[src/rtl/imem_fetch_ctrl.sv]
`default_nettype none
// ============================================================================
// imem_fetch_ctrl : PC sequencing and 2-entry fetch queue for the imem.
// Revision 1.0    : initial release
// ============================================================================
module imem_fetch_ctrl #(
   parameter int          DEPTH    = 128,
   parameter int          AW       = 7,
   parameter logic [31:0] RESET_PC = 32'h0000_0000
) (
   input  logic          clk,
   input  logic          rst_n,
   output logic [AW-1:0] o_imem_addr,
   input  logic [31:0]   i_imem_rdata,
   input  logic          i_redirect,
   input  logic [31:0]   i_redirect_pc,
   input  logic          i_halt_req,
   output logic [31:0]   o_inst,
   output logic [31:0]   o_inst_pc,
   output logic          o_inst_valid,
   input  logic          i_inst_ready,
   output logic          o_halted,
   output logic          o_fault,
   output logic [31:0]   o_fault_pc
);

   localparam logic [31:0] c_DEPTH = 32'(DEPTH);

   typedef enum logic [1:0] {
      ST_RUN   = 2'd0,
      ST_HALT  = 2'd1,
      ST_FAULT = 2'd2
   } state_t;

   state_t      r_state;
   logic [31:0] r_pc;
   logic [31:0] r_q_word [2];
   logic [31:0] r_q_pc   [2];
   logic [1:0]  r_count;
   logic        r_fault;
   logic [31:0] r_fault_pc;

   logic w_pc_legal;
   logic w_pop;
   logic w_redirect;
   logic w_try_fetch;
   logic w_fault_now;
   logic w_push;
   logic w_wr_idx;

   assign w_pc_legal  = (r_pc[1:0] == 2'b00) && ({2'b00, r_pc[31:2]} < c_DEPTH);
   assign w_pop       = (r_count != 2'd0) && i_inst_ready;
   // A redirect in FAULT is dropped entirely: no flush, no pc load.
   assign w_redirect  = i_redirect && (r_state != ST_FAULT);
   assign w_try_fetch = (r_state != ST_FAULT) && !i_halt_req && !w_redirect;
   assign w_fault_now = !w_redirect && !w_pc_legal &&
                        ((r_state == ST_RUN) || ((r_state == ST_HALT) && !i_halt_req));
   assign w_push      = w_try_fetch && w_pc_legal && ((r_count != 2'd2) || w_pop);
   // New word lands at slot (count - pop); the head is always slot 0.
   assign w_wr_idx    = (r_count == 2'd2) || ((r_count == 2'd1) && !w_pop);

   always_ff @(posedge clk) begin
      if (!rst_n) begin
         r_state    <= ST_RUN;
         r_pc       <= RESET_PC;
         r_count    <= 2'd0;
         r_fault    <= 1'b0;
         r_fault_pc <= 32'd0;
         for (int i = 0; i < 2; i++) begin
            r_q_word[i] <= 32'd0;
            r_q_pc[i]   <= 32'd0;
         end
      end else begin
         case (r_state)
            ST_RUN: begin
               if (w_fault_now)
                  r_state <= ST_FAULT;
               else if (!w_redirect && i_halt_req)
                  r_state <= ST_HALT;
            end
            ST_HALT: begin
               if (w_fault_now)
                  r_state <= ST_FAULT;
               else if (!w_redirect && !i_halt_req)
                  r_state <= ST_RUN;
            end
            default: r_state <= ST_FAULT;
         endcase

         if (w_fault_now) begin
            r_fault    <= 1'b1;
            r_fault_pc <= r_pc;
         end

         if (w_redirect)
            r_pc <= i_redirect_pc;
         else if (w_push)
            r_pc <= r_pc + 32'd4;

         if (w_redirect) begin
            r_count <= 2'd0;
         end else begin
            if (w_pop) begin
               r_q_word[0] <= r_q_word[1];
               r_q_pc[0]   <= r_q_pc[1];
            end
            if (w_push) begin
               r_q_word[w_wr_idx] <= i_imem_rdata;
               r_q_pc[w_wr_idx]   <= r_pc;
            end
            r_count <= r_count + {1'b0, w_push} - {1'b0, w_pop};
         end
      end
   end

   assign o_imem_addr  = r_pc[AW+1:2];
   assign o_inst       = r_q_word[0];
   assign o_inst_pc    = r_q_pc[0];
   assign o_inst_valid = (r_count != 2'd0);
   assign o_halted     = (r_state == ST_HALT) && (r_count == 2'd0);
   assign o_fault      = r_fault;
   assign o_fault_pc   = r_fault_pc;

endmodule
`default_nettype wire

[config.mk]
export PLATFORM = sky130hd
export DESIGN_NAME = imem_fetch_ctrl
export DESIGN_NICKNAME = d
export VERILOG_FILES = /design/src/rtl/imem_fetch_ctrl.sv
export SDC_FILE = /design/constraint.sdc
export NUM_CORES = 1
export LEC_CHECK = 0
export BUFFER_PORTS_ARGS = -buffer_cell sky130_fd_sc_hd__buf_2
export CAP_MARGIN = 20
export CORE_ASPECT_RATIO = 1.25
export CORE_UTILIZATION = 54
export DETAILED_ROUTE_END_ITERATION = 6
export GPL_ROUTABILITY_DRIVEN = 0
export PLACE_DENSITY = 0.77
export SETUP_SLACK_MARGIN = 0.05
export SKIP_CTS_REPAIR_TIMING = 1
export SYNTH_ARGS = -nofsm -noshare
export SYNTH_HDL_FRONTEND = slang
export SYNTH_SLANG_ARGS = --single-unit
[constraint.sdc]
create_clock -name clk -period 5.7 [get_ports clk]
set_clock_uncertainty 0.2 [all_clocks]
set_input_delay 1.14 -clock clk [delete_from_list [all_inputs] [get_ports clk]]
set_output_delay 1.14 -clock clk [all_outputs]
set_load 0.05 [all_outputs]
* Word level (Yosys, flattened, before mapping)
Memories as Yosys holds them, arrays and structs flattened.
Index checks and enable logic that the tools add are counted.
** Storage, ports and cells
- Output and inout bits :: 106
- Logic and storage cells :: 75
- Bits in writable memories :: 128
- Register bits after elaboration :: 69
- Input bits :: 69
- Memories kept :: 2
** Memory list
- r_q_pc :: words 2, width 32, rd ports 2, clocked after memory_dff 0, write ports 2, line 38 : logic [31:0] r_q_pc [2];
- r_q_word :: words 2, width 32, rd ports 2, clocked after memory_dff 0, write ports 2, line 37 : logic [31:0] r_q_word [2];
** Cells by class
- Equality and inequality tests :: 7
- Multiplexer cells :: 24
- Add/sub/neg operators :: 3
- Order comparisons :: 1
- Bitwise logic cells :: 3
- Reductions and logical operators :: 30
** Operator list (count)
- 2-to-1 mux 32 bit :: 6
- OR reduction 32 bit :: 2
- adder 32 x 3 -> 32 bit (second input constant) :: 1
- less-than comparator 30 x 8 -> 1 bit (second input constant) :: 1
- logical AND 1 bit :: 14
- 2-to-1 mux 1 bit :: 13
- 2-to-1 mux 2 bit :: 4
- logical NOT 2 bit :: 3
- != test 3 x 2 -> 1 bit (second input constant) :: 2
- equality test 2 x 1 -> 1 bit (second input constant) :: 2
- logical NOT 1 bit :: 4
- != test 2 bit (second input constant) :: 2
- one-hot mux 2 bit (2 select lines) :: 1
- nonzero test 2 bit :: 2
- logical OR 1 bit :: 3
- adder 2 x 1 -> 2 bit :: 1
- equality test 2 bit (second input constant) :: 1
- OR 1 bit :: 2
- AND reduction 2 bit :: 1
- OR reduction 2 bit :: 1
- subtractor 2 x 1 -> 2 bit :: 1
- inverter 1 bit :: 1

* Logic depth before layout (Yosys ltp)
Gate-level depths: netlist of run 1.
- Depth after elaboration :: 12
- Gate-level depth with buffers :: 9
- Depth with buffers taken out :: 9

* Worst setup path before layout of run 1
No wires, ideal clock.
- Path type :: input-to-reg
- Start :: input rst_n
- End :: memory r_q_pc[0][0] (enable)
- Path slack :: 1253 ps
- Data required time :: 4649 ps
- Arrival time :: 3396 ps
- Path buffers :: 3
- Stages on the path :: 4
- Library setup time :: 851 ps
- Path through :: clkbuf_1 clkbuf_1 clkbuf_1 nand3_1
** RTL lines
- from (decl) :: line 12 : input logic rst_n,
- to (decl) :: line 38

==> metrics.yaml, run 1 <==
netlist.area_leader.share_pct: 48.5
drtAntennaViolNets: 0
worstPathMaxFanout: 40
slew_viol_final: 0
final_common_cell: "buf_2"
clockBufferDepth: 2
max_cap_viol_count: 0
finalHoldViolations: 0
tightestPinTransition_ns: 0.926
fin_crit_sh_pct: 61.0
final_cell_mix: "buf_2 (174), edfxtp_1 (128), nand2_1 (117), dfxtp_1 (69), and2_1 (66)"
timing.fmax_mhz: 288
start_util_pct: 55.3
switching_share_pct: 25.4
setup_violations: 0
outcome: "completed"
holdWs_ns: 0.254
min_from: "o_fault_pc[23]"
core_sq_mm: 0.0143
drive_above_1_share_pct: 25.8
whs_path_depth: 2
comb_power_share_pct: 10.5
seq_area_frac_synth_pct: 65.9
finalSetupTns_ns: 0
yosys_warnings: 0
leakage_nw: 4.24
grt_remaining_overflow: 0
rsz0062_at_grt: "false"
clk_pin_slew_ns: 0.07
yosys.area.top_type: "edfxtp_1"
synth.distinct_cells: 43
required_ns: 5.79
grt_first_pass_wirelength_um: 25200
antenna_cells: 0
cts-htree-levels: 4
grt_antenna_before_repair: 0
slew_headroom_pct: 38.3
setup_slack_ns: 2.22
use_met3_pct: 6.10
io_pins: 175
wl_per_cell_um: 15.2
grtUsageMet2_pct: 37.8
die-width_um: 110
nets: 928
route.detailed.drc: 0
syn_to_final_growth_pct: 20.3
clk_latency_ns: 0.42
synth-seq-cells: 197
r2r_start: "r_pc[27]"
power_density_mw_per_mm2: 324
rows: 49
timing.rr.end: "r_q_pc[0][5]"
die-area_sq_mm: 0.0152
dieHeight_um: 137
period_minus_slack_ns: 3.48
cts-root-buf: "clkbuf_16"
worst_hold_path.endpoint: "o_fault_pc[23]"
numClockSinks: 197
syn_area_sq_mm: 0.00793
drt-initial-drc-count: 225
numCtsBuffers: 17
drt-total-wl_um: 15900
cp.arrival_ns: 3.57
firstDrtPassIters: 5
syn_area_per_cell_sq_um: 11.7
grt.total_usage_pct: 22.0
reg2reg_depth: 5
p_switching_mw: 0.784
grt_pass1_vias: 5272
use_met1_pct: 26.3
cts_tree: "done"
post_drt_via_cell_ratio: 5.20
critical_path_class: "primary input to flip-flop"
worst_setup_path_end_kind: "flip-flop"
vias: 5446
start_kind: "primary input"
p_seq_share_pct: 52.4
hold_path.class: "flip-flop to flip-flop"
grt.busiest_layer: "met2"
clockPowerShare_pct: 37.1
synthCells: 680
internal_power_mw: 2.31
port_buffers: 174
ir_drop_mv: 0.194
grt_max_degree: 65
synthTopCellsByArea: "edfxtp_1 (48%), dfxtp_1 (17%), nand2_1 (5.5%)"
hpwl_um: 10600
pre_cts_slack_ns: 1.74
ff2ff_setup_slack_ns: 2.70
-- Yosys cell counts (all sizes together) --
cell type,count
nor3b,1
a31o,1
buf,20
conb,1
clkbuf,27
a22o,1
a22oi,1
o311ai,1
nand4b,1
xnor2,3
a32oi,1
nor3,7
or2,1
nand3,37
o21a,2
dfxtp,69
o21ai,32
nand2,117
and3,8
ha,2
o221ai,1
nand4,3
edfxtp,128
nor4,7
mux2i,42
inv,44
nand2b,4
a21boi,1
and2,66
o31ai,7
o211ai,1
a21oi,30
a211oi,2
or3,1
nor2,8
a31oi,2
-- power groups by stage --
stage          Sequential (mW)  Clock, mW  Combinational, mW
2_1_floorplan             1.75          0              0.138
3_3_place_gp              1.65          0              0.320
3_5_place_dp              1.65          0              0.326
4_1_cts                   1.62       1.17              0.327
5_1_grt                   1.62       1.22              0.352
6_report                  1.62       1.15              0.326
-- cell families after synthesis --
logic type                 synth area share, %
buffers and inverters                     4.92
muxes                                     5.30
AOI/OAI and AO/OA                         6.08
DFF                                       65.9
adders and majority gates                0.316
xor gates and xnor gates                 0.331
and+or+nand+nor                           17.1
other                                   0.0473
-- registers in the layout, summed over array words and instances (netlist names) --
name,flops
r_count,2
o_fault_pc,32
r_pc,32
o_fault,1
r_state,2
r_q_pc,64
r_q_word,64
-- cell type report --
type / instances / area [sq um]
clock buffer: 19 / 433
tap: 178 / 223
inverter: 44 / 165
multi-input combinational: 416 / 2430
clock inverter: 12 / 131
timing repair buffer: 181 / 927
sequential: 197 / 5230
fill: 1107 / 4810
-- worst max path at each step --
stage | start | end | depth (start not counted) | slack [ns]
after floorplan | rst_n | r_q_pc[0][0] | 4 | 1.25
after global placement | rst_n | r_q_pc[0][26] | 4 | 1.61
after detailed placement | rst_n | r_q_pc[0][12] | 5 | 1.74
after CTS | rst_n | r_q_pc[0][12] | 5 | 2.18
after global routing | rst_n | r_q_pc[0][12] | 5 | 2.01
final | rst_n | r_q_pc[0][12] | 5 | 2.22
-- per-stage QoR --
| step | cell area (sq um) | utilization, % | power, mW | instances |
|---|---|---|---|---|
| floorplan | 8020 | - | 1.88 | 704 |
| global placement | 8960 | 62.5 | 1.97 | 1015 |
| detailed placement | 8970 | 62.5 | 1.98 | 1016 |
| CTS | 9540 | 66.5 | 3.11 | 1047 |
| global route | 9540 | 66.5 | 3.20 | 1047 |
| finish | 9540 | 66.5 | 3.09 | 1047 |
-- layer usage --
layer,vias up,routed length [um]
li1,2659,-
met2,202,8020
met4,0,249
met1,2565,6490
met3,20,1160
met5,-,0
-- worst max-delay path, cell delays in order --
cell and delay [ns]:
buf_2 0.46, and3_2 0.83, a21boi_1 0.74, buf_6 0.23, and2_1 0.14
Note: power is estimated with default switching activity, not from simulation.
==> run 2, diff against run 1 <==
==> constraint.sdc (replaced) <==
create_clock -name clk -period 3.6 [get_ports clk]
set_clock_uncertainty 0.2 [all_clocks]
set_input_delay 0.72 -clock clk [delete_from_list [all_inputs] [get_ports clk]]
set_output_delay 0.72 -clock clk [all_outputs]
set_load 0.05 [all_outputs]
==> run 2 against run 1 <==
Compared with the run above:
- first-iteration DRC count fell by 0.44%
- critical path depth up 1
- register-to-register slack got worse by 1.9 ns
- largest cell class unchanged
- flip-flop and latch count is the same
- utilization up 0.58 points
==> metrics.yaml, run 2 (synthesized netlist as in run 1, its figures left out) <==
route.detailed.drc: 0  # unchanged
hpwl_um: 11200  # was 10600 um
crit_slowest_cell: "nand3_4"  # was and3_2
die-area_sq_mm: 0.0152  # unchanged
syn_to_final_growth_pct: 21.4  # was 20.3%
vias: 5472  # was 5446
outcome: "completed"  # unchanged
firstDrtPassIters: 5  # unchanged
start_kind: "flip-flop"  # was primary input
grt_max_degree: 50  # was 65
die-width_um: 110  # unchanged
port_buffers: 174  # unchanged
cts-root-buf: "clkbuf_16"  # unchanged
cpPeakStageDelay_ns: 0.44  # was 0.83 ns
slew_headroom_pct: 42.3  # was 38.3%
clockBufferDepth: 2  # unchanged
cts-htree-levels: 4  # unchanged
ir_drop_mv: 0.338  # was 0.194 mV
worst_setup_path_end_kind: "flip-flop"  # unchanged
instances_no_fill: 1054  # was 1047
slew_viol_final: 0  # unchanged
grt_remaining_overflow: 0  # unchanged
power_density_mw_per_mm2: 511  # was 324 mW/mm^2
core_sq_mm: 0.0143  # unchanged
fin_crit_sh_pct: 77.2
worstPathMaxFanout: 33  # was 40
period_minus_slack_ns: 2.78
timing.fmax_mhz: 360
antenna_cells: 0  # unchanged
final_cell_mix: "buf_2 (174), edfxtp_1 (128), nand2_1 (117), dfxtp_1 (69), and2_1 (66)"  # unchanged
io_pins: 175  # unchanged
numClockSinks: 197  # unchanged
hold_path.class: "flip-flop to flip-flop"  # unchanged
holdWs_ns: 0.257  # was 0.254 ns
drt-total-wl_um: 16100  # was 15900 um
place_area_sq_mm: 0.00905  # was 0.00897 sq mm
drt-initial-drc-count: 224  # was 225
dp_cells: 1023  # was 1016
fillers: 1074  # was 1107
finalSetupTns_ns: 0  # unchanged
rows: 49  # unchanged
cts_tree: "done"  # unchanged
drtAntennaViolNets: 0  # unchanged
final_common_cell: "buf_2"  # unchanged
setup_violations: 0  # unchanged
numCtsBuffers: 17  # unchanged
fin_area_sq_mm: 0.00962  # was 0.00954 sq mm
start_util_pct: 55.3  # unchanged
clk_latency_ns: 0.41  # was 0.42 ns
tightestPinTransition_ns: 0.859  # was 0.926 ns
grt_first_pass_wirelength_um: 25100  # was 25200 um
post_drt_via_cell_ratio: 5.19  # was 5.20
finalHoldViolations: 0  # unchanged
largestRegisters: "r_q_pc (64), r_q_word (64)"  # unchanged
wl_per_cell_um: 15.3  # was 15.2 um
leakage_nw: 4.30  # was 4.24 nW
critical_path_class: "flip-flop to flip-flop"  # was primary input to flip-flop
required_ns: 3.51  # was 5.79 ns
dieHeight_um: 137  # unchanged
grt.total_usage_pct: 21.8  # was 22.0%
clk_pin_slew_ns: 0.07  # about the same
crit_path_cell_trace: "nor4_1 -> nand3_1 -> nor3_4 -> nand4_1 -> nand3_4 -> buf_12"  # was buf_2 -> and3_2 -> a21boi_1 -> buf_6 -> and2_1
grt_antenna_before_repair: 0  # unchanged
cp.arrival_ns: 2.69  # was 3.57 ns
nets: 935  # was 928
drive_above_1_share_pct: 26.5  # was 25.8%
rsz0062_at_grt: "false"  # unchanged
max_cap_viol_count: 0  # unchanged
grt_pass1_vias: 5195  # was 5272
[run 2: cell types whose count changed in the layout (fill, tap and decap cells not counted), sizes merged]
cell      before  now
buf          181  188
bufinv         2    1
clkbuf        19   18
clkinv         2    5
clkinvlp       6    2
inv           46   49
[run 2: critical path, delay by kind of cell (launching register included)]
kind / cells / cell delay, ns
simple gates: 5 / 1.66
flops: 1 / 0.33
buf+inv: 1 / 0.27
[run 2: final timing paths]
kind	slack [ns]	depth (start not counted)	endpoint	from
setup / recovery	0.82	6	r_q_word[0][7]	r_pc[27]
hold reg to reg	0.26	2	o_fault_pc[23]	o_fault_pc[23]
hold / removal	0.26	2	o_fault_pc[23]	o_fault_pc[23]
setup reg to reg	0.82	6	r_q_word[0][7]	r_pc[27]
[run 2: per-layer routing]
layer | vias up | global-route usage, % | share of wire (%)
met5 | - | 0 | 0
met4 | 0 | 7.24 | 1.6
met3 | 16 | 4.97 | 6.4
met2 | 196 | 38.3 | 52
met1 | 2587 | 26.1 | 40
li1 | 2673 | - | -
[run 2: where the power goes]
part,internal [mW],switching [mW]
registers,2.50,0.0537
logic,0.134,0.398
clock network,0.976,0.848
total,3.61,1.30
[run 2: through the flow]
step,utilization (%),setup slack [ns],power (mW)
floorplan,-,0.353,2.98
global placement,63.1,0.748,3.12
detailed placement,63.1,0.671,3.14
CTS,67.1,0.803,4.94
global route,67.1,0.598,5.08
finish,67.1,0.822,4.91
[run 2: cell type report]
cell class / instances / area [sq um] / share of cell area (%)
Clock inverter: 13 / 145 / 1.51
Inverter: 44 / 165 / 1.72
Tap cell: 178 / 223 / 2.31
Timing Repair Buffer: 188 / 1000 / 10.4
Sequential cell: 197 / 5230 / 54.3
Clock buffer: 18 / 429 / 4.46
Multi-Input combinational cell: 416 / 2430 / 25.3
==> run 3, diff against run 2 <==
--- a/config.mk
+++ b/config.mk
@@ -5,13 +5,14 @@
 export SDC_FILE = /design/constraint.sdc
 export NUM_CORES = 1
 export LEC_CHECK = 0
+export ABC_AREA = 1
 export BUFFER_PORTS_ARGS = -buffer_cell sky130_fd_sc_hd__buf_2
 export CAP_MARGIN = 20
 export CORE_ASPECT_RATIO = 1.25
-export CORE_UTILIZATION = 54
+export CORE_UTILIZATION = 49
 export DETAILED_ROUTE_END_ITERATION = 6
 export GPL_ROUTABILITY_DRIVEN = 0
-export PLACE_DENSITY = 0.77
+export PLACE_DENSITY = 0.73
 export SETUP_SLACK_MARGIN = 0.05
 export SKIP_CTS_REPAIR_TIMING = 1
 export SYNTH_ARGS = -nofsm -noshare
==> constraint.sdc (replaced) <==
create_clock -name clk -period 2.46 [get_ports clk]
set_clock_uncertainty 0.2 [all_clocks]
set_input_delay 0.492 -clock clk [delete_from_list [all_inputs] [get_ports clk]]
set_output_delay 0.492 -clock clk [all_outputs]
set_load 0.05 [all_outputs]
==> run 3 against run 2 <==
Compared with the run above:
- flip-flop and latch count stayed put
- via count is 16% higher
- count of clock-buffer cells in the layout is 5 higher
- fmax is 23% higher
- hold slack worse by 0.18 ns
- critical endpoint is now r_q_word[0][17]
- largest power group unchanged
==> metrics.yaml, run 3 <==
pre_cts_slack_ns: 0.112  # was 0.671 ns
cts-htree-levels: 4  # unchanged
yosysMostFrequentCell: "nand2_1"  # was edfxtp_1
hpwl_um: 12100  # was 11200 um
syn_area_per_cell_sq_um: 9.61  # was 11.7 sq um
register_area_sq_mm: 0.00523  # unchanged
fin_crit_sh_pct: 92.1  # was 77.2%
grt_first_pass_wirelength_um: 29200  # was 25100 um
clockBufferDepth: 2  # unchanged
rows: 53  # was 49
nets: 1131  # was 935
setup_slack_ns: 0.193  # was 0.822 ns
ys.flop_type: "edfxtp_1"  # unchanged
finalSetupTns_ns: 0  # unchanged
rsz0062_at_grt: "false"  # unchanged
period_minus_slack_ns: 2.27  # was 2.78 ns
syn_area_sq_mm: 0.00845  # was 0.00793 sq mm
leakage_nw: 4.51  # was 4.30 nW
numClockSinks: 197  # unchanged
outcome: "completed"  # unchanged
synth-edff-count: 128  # unchanged
netlist.area_leader.share_pct: 45.5  # was 48.5%
yosys-top-cells-count: "nand2_1 (230), edfxtp_1 (128), nor2_1 (108)"  # was edfxtp_1 (128), nand2_1 (117), dfxtp_1 (69)
yosys.area.top_type: "edfxtp_1"  # unchanged
worstPathMaxFanout: 21  # was 33
cts-root-buf: "clkbuf_16"  # unchanged
grt.busiest_layer: "met2"  # unchanged
vias: 6374  # was 5472
io_pins: 175  # unchanged
use_met1_pct: 24.4  # was 26.1%
yosys_warnings: 0  # unchanged
post_drt_via_cell_ratio: 4.93  # was 5.19
p_switching_mw: 1.95  # was 1.30 mW
fin_area_sq_mm: 0.0103  # was 0.00962 sq mm
setup_violations: 0  # unchanged
synth.distinct_cells: 34  # was 43
largestRegisters: "r_q_pc (64), r_q_word (64)"  # unchanged
numCtsBuffers: 17  # unchanged
start_util_pct: 50.2  # was 55.3%
dieHeight_um: 149  # was 137 um
ir_drop_mv: 0.454  # was 0.338 mV
final_common_cell: "nand2_1"  # was buf_2
final_util_pct: 61.1  # was 67.1%
hold_path.class: "primary input to flip-flop"  # was flip-flop to flip-flop
clk_latency_ns: 0.43  # was 0.41 ns
clockPowerShare_pct: 38.3  # was 37.1%
timing.fmax_mhz: 441  # was 360 MHz
start_kind: "flip-flop"  # unchanged
multi_input_area_sq_mm: 0.00269  # was 0.00243 sq mm
synthTopCellsByArea: "edfxtp_1 (45%), dfxtp_1 (16%), nand2_1 (10%)"  # was edfxtp_1 (48%), dfxtp_1 (17%), nand2_1 (5.5%)
slew_viol_final: 0  # unchanged
die-width_um: 119  # was 110 um
power_density_mw_per_mm2: 735  # was 511 mW/mm^2
switching_share_pct: 25.8  # was 26.4%
cts_tree: "done"  # unchanged
critical_path_class: "flip-flop to flip-flop"  # unchanged
synthCells: 879  # was 680
comb_power_share_pct: 11.8  # was 10.8%
wl_per_cell_um: 14.0  # was 15.3 um
drive_above_1_share_pct: 24.5  # was 26.5%
required_ns: 2.40  # was 3.51 ns
drt-total-wl_um: 18100  # was 16100 um
grt_remaining_overflow: 0  # unchanged
drtAntennaViolNets: 0  # unchanged
grtUsageMet2_pct: 35.8  # was 38.3%
grt.total_usage_pct: 21.0  # was 21.8%
grt_antenna_before_repair: 0  # unchanged
internal_power_mw: 5.62  # was 3.61 mW
p_total_mw: 7.57  # was 4.91 mW
drt-initial-drc-count: 309  # was 224
core_sq_mm: 0.0168  # was 0.0143 sq mm
cp.arrival_ns: 2.20  # was 2.69 ns
worst_setup_path_end_kind: "flip-flop"  # unchanged
async_flop_share_pct: 0  # unchanged
seq_area_frac_synth_pct: 61.8  # was 65.9%
die-area_sq_mm: 0.0178  # was 0.0152 sq mm
use_met3_pct: 6.00  # was 4.97%
p_seq_share_pct: 49.9  # was 52.1%
grt_pass1_vias: 6011  # was 5195
finalHoldViolations: 0  # unchanged
port_buffers: 174  # unchanged
syn_to_final_growth_pct: 21.9  # was 21.4%
firstDrtPassIters: 5  # unchanged
max_cap_viol_count: 0  # unchanged
clk_pin_slew_ns: 0.07  # about the same
grt_max_degree: 51  # was 50
final_cell_mix: "nand2_1 (228), buf_2 (174), edfxtp_1 (128), nor2_1 (107), inv_1 (77)"  # was buf_2 (174), edfxtp_1 (128), nand2_1 (117), dfxtp_1 (69), and2_1 (66)
place_area_sq_mm: 0.00960  # was 0.00905 sq mm
route.detailed.drc: 0  # unchanged
synth-seq-cells: 197  # unchanged
fillers: 1429  # was 1074
[run 3: final timing paths]
path                     startpoint              end  slack [ns]  cells past startpoint
setup reg to reg            r_pc[9]  r_q_word[0][17]        0.19                     10
setup / recovery            r_pc[9]  r_q_word[0][17]        0.19                     10
hold reg to reg             o_fault          o_fault        0.25                      2
hold / removal    i_redirect_pc[19]         r_pc[19]        0.08                      3
[run 3: final cells by class]
| cell class | count | area share (%) |
|---|---|---|
| clock buffer | 23 | 5.16 |
| sequential | 197 | 50.7 |
| timing repair buffer | 200 | 11.3 |
| antenna | 1 | 0.0243 |
| multi-input combinational | 561 | 26.1 |
| inverter | 83 | 3.02 |
| clock inverter | 9 | 0.935 |
| tap | 220 | 2.67 |
[run 3: through the flow]
stage,hold WS (ns),cells
global placement,0.237,1258
detailed placement,0.241,1258
floorplan,0.245,903
CTS,0.0671,1290
finish,0.0811,1294
global route,0.0791,1293
[run 3: kinds of logic (layout without fill, tap and decap cells)]
family | after synthesis | in the layout | synth area share [%]
buffers and inverters | 145 | 315 | 7.95
adders and majority gates | 2 | 2 | 0.296
other | 1 | 26 | 0.0444
DFF | 197 | 197 | 61.8
xor gates and xnor gates | 6 | 6 | 0.622
and+or+nand+nor | 450 | 450 | 24.3
AOI/OAI and AO/OA | 78 | 78 | 4.96
[run 3: power by group through the flow]
stage	sequential [mW]	combinational, mW	clock (mW)
3_3_place_gp	3.84	0.874	0
3_5_place_dp	3.85	0.883	0
6_report	3.77	0.896	2.90
4_1_cts	3.77	0.889	2.94
2_1_floorplan	4.07	0.403	0
5_1_grt	3.79	0.968	3.10
[run 3: routing by layer]
metal  share of wire (%)  routed length [um]
met5                   0                   0
met4                 2.8                 501
met3                 6.2                1120
met2                  50                9070
met1                  41                7390
[run 3: critical path: stages (launching register included)]
cell       delay (ns)
dfxtp_1          0.36
nor2_1           0.12
nand2_1          0.07
nor2_2           0.13
nand2_1          0.11
nor2_4           0.25
nand4_4          0.16
inv_1            0.08
nand2_1          0.11
nand3_4          0.15
clkbuf_16        0.22
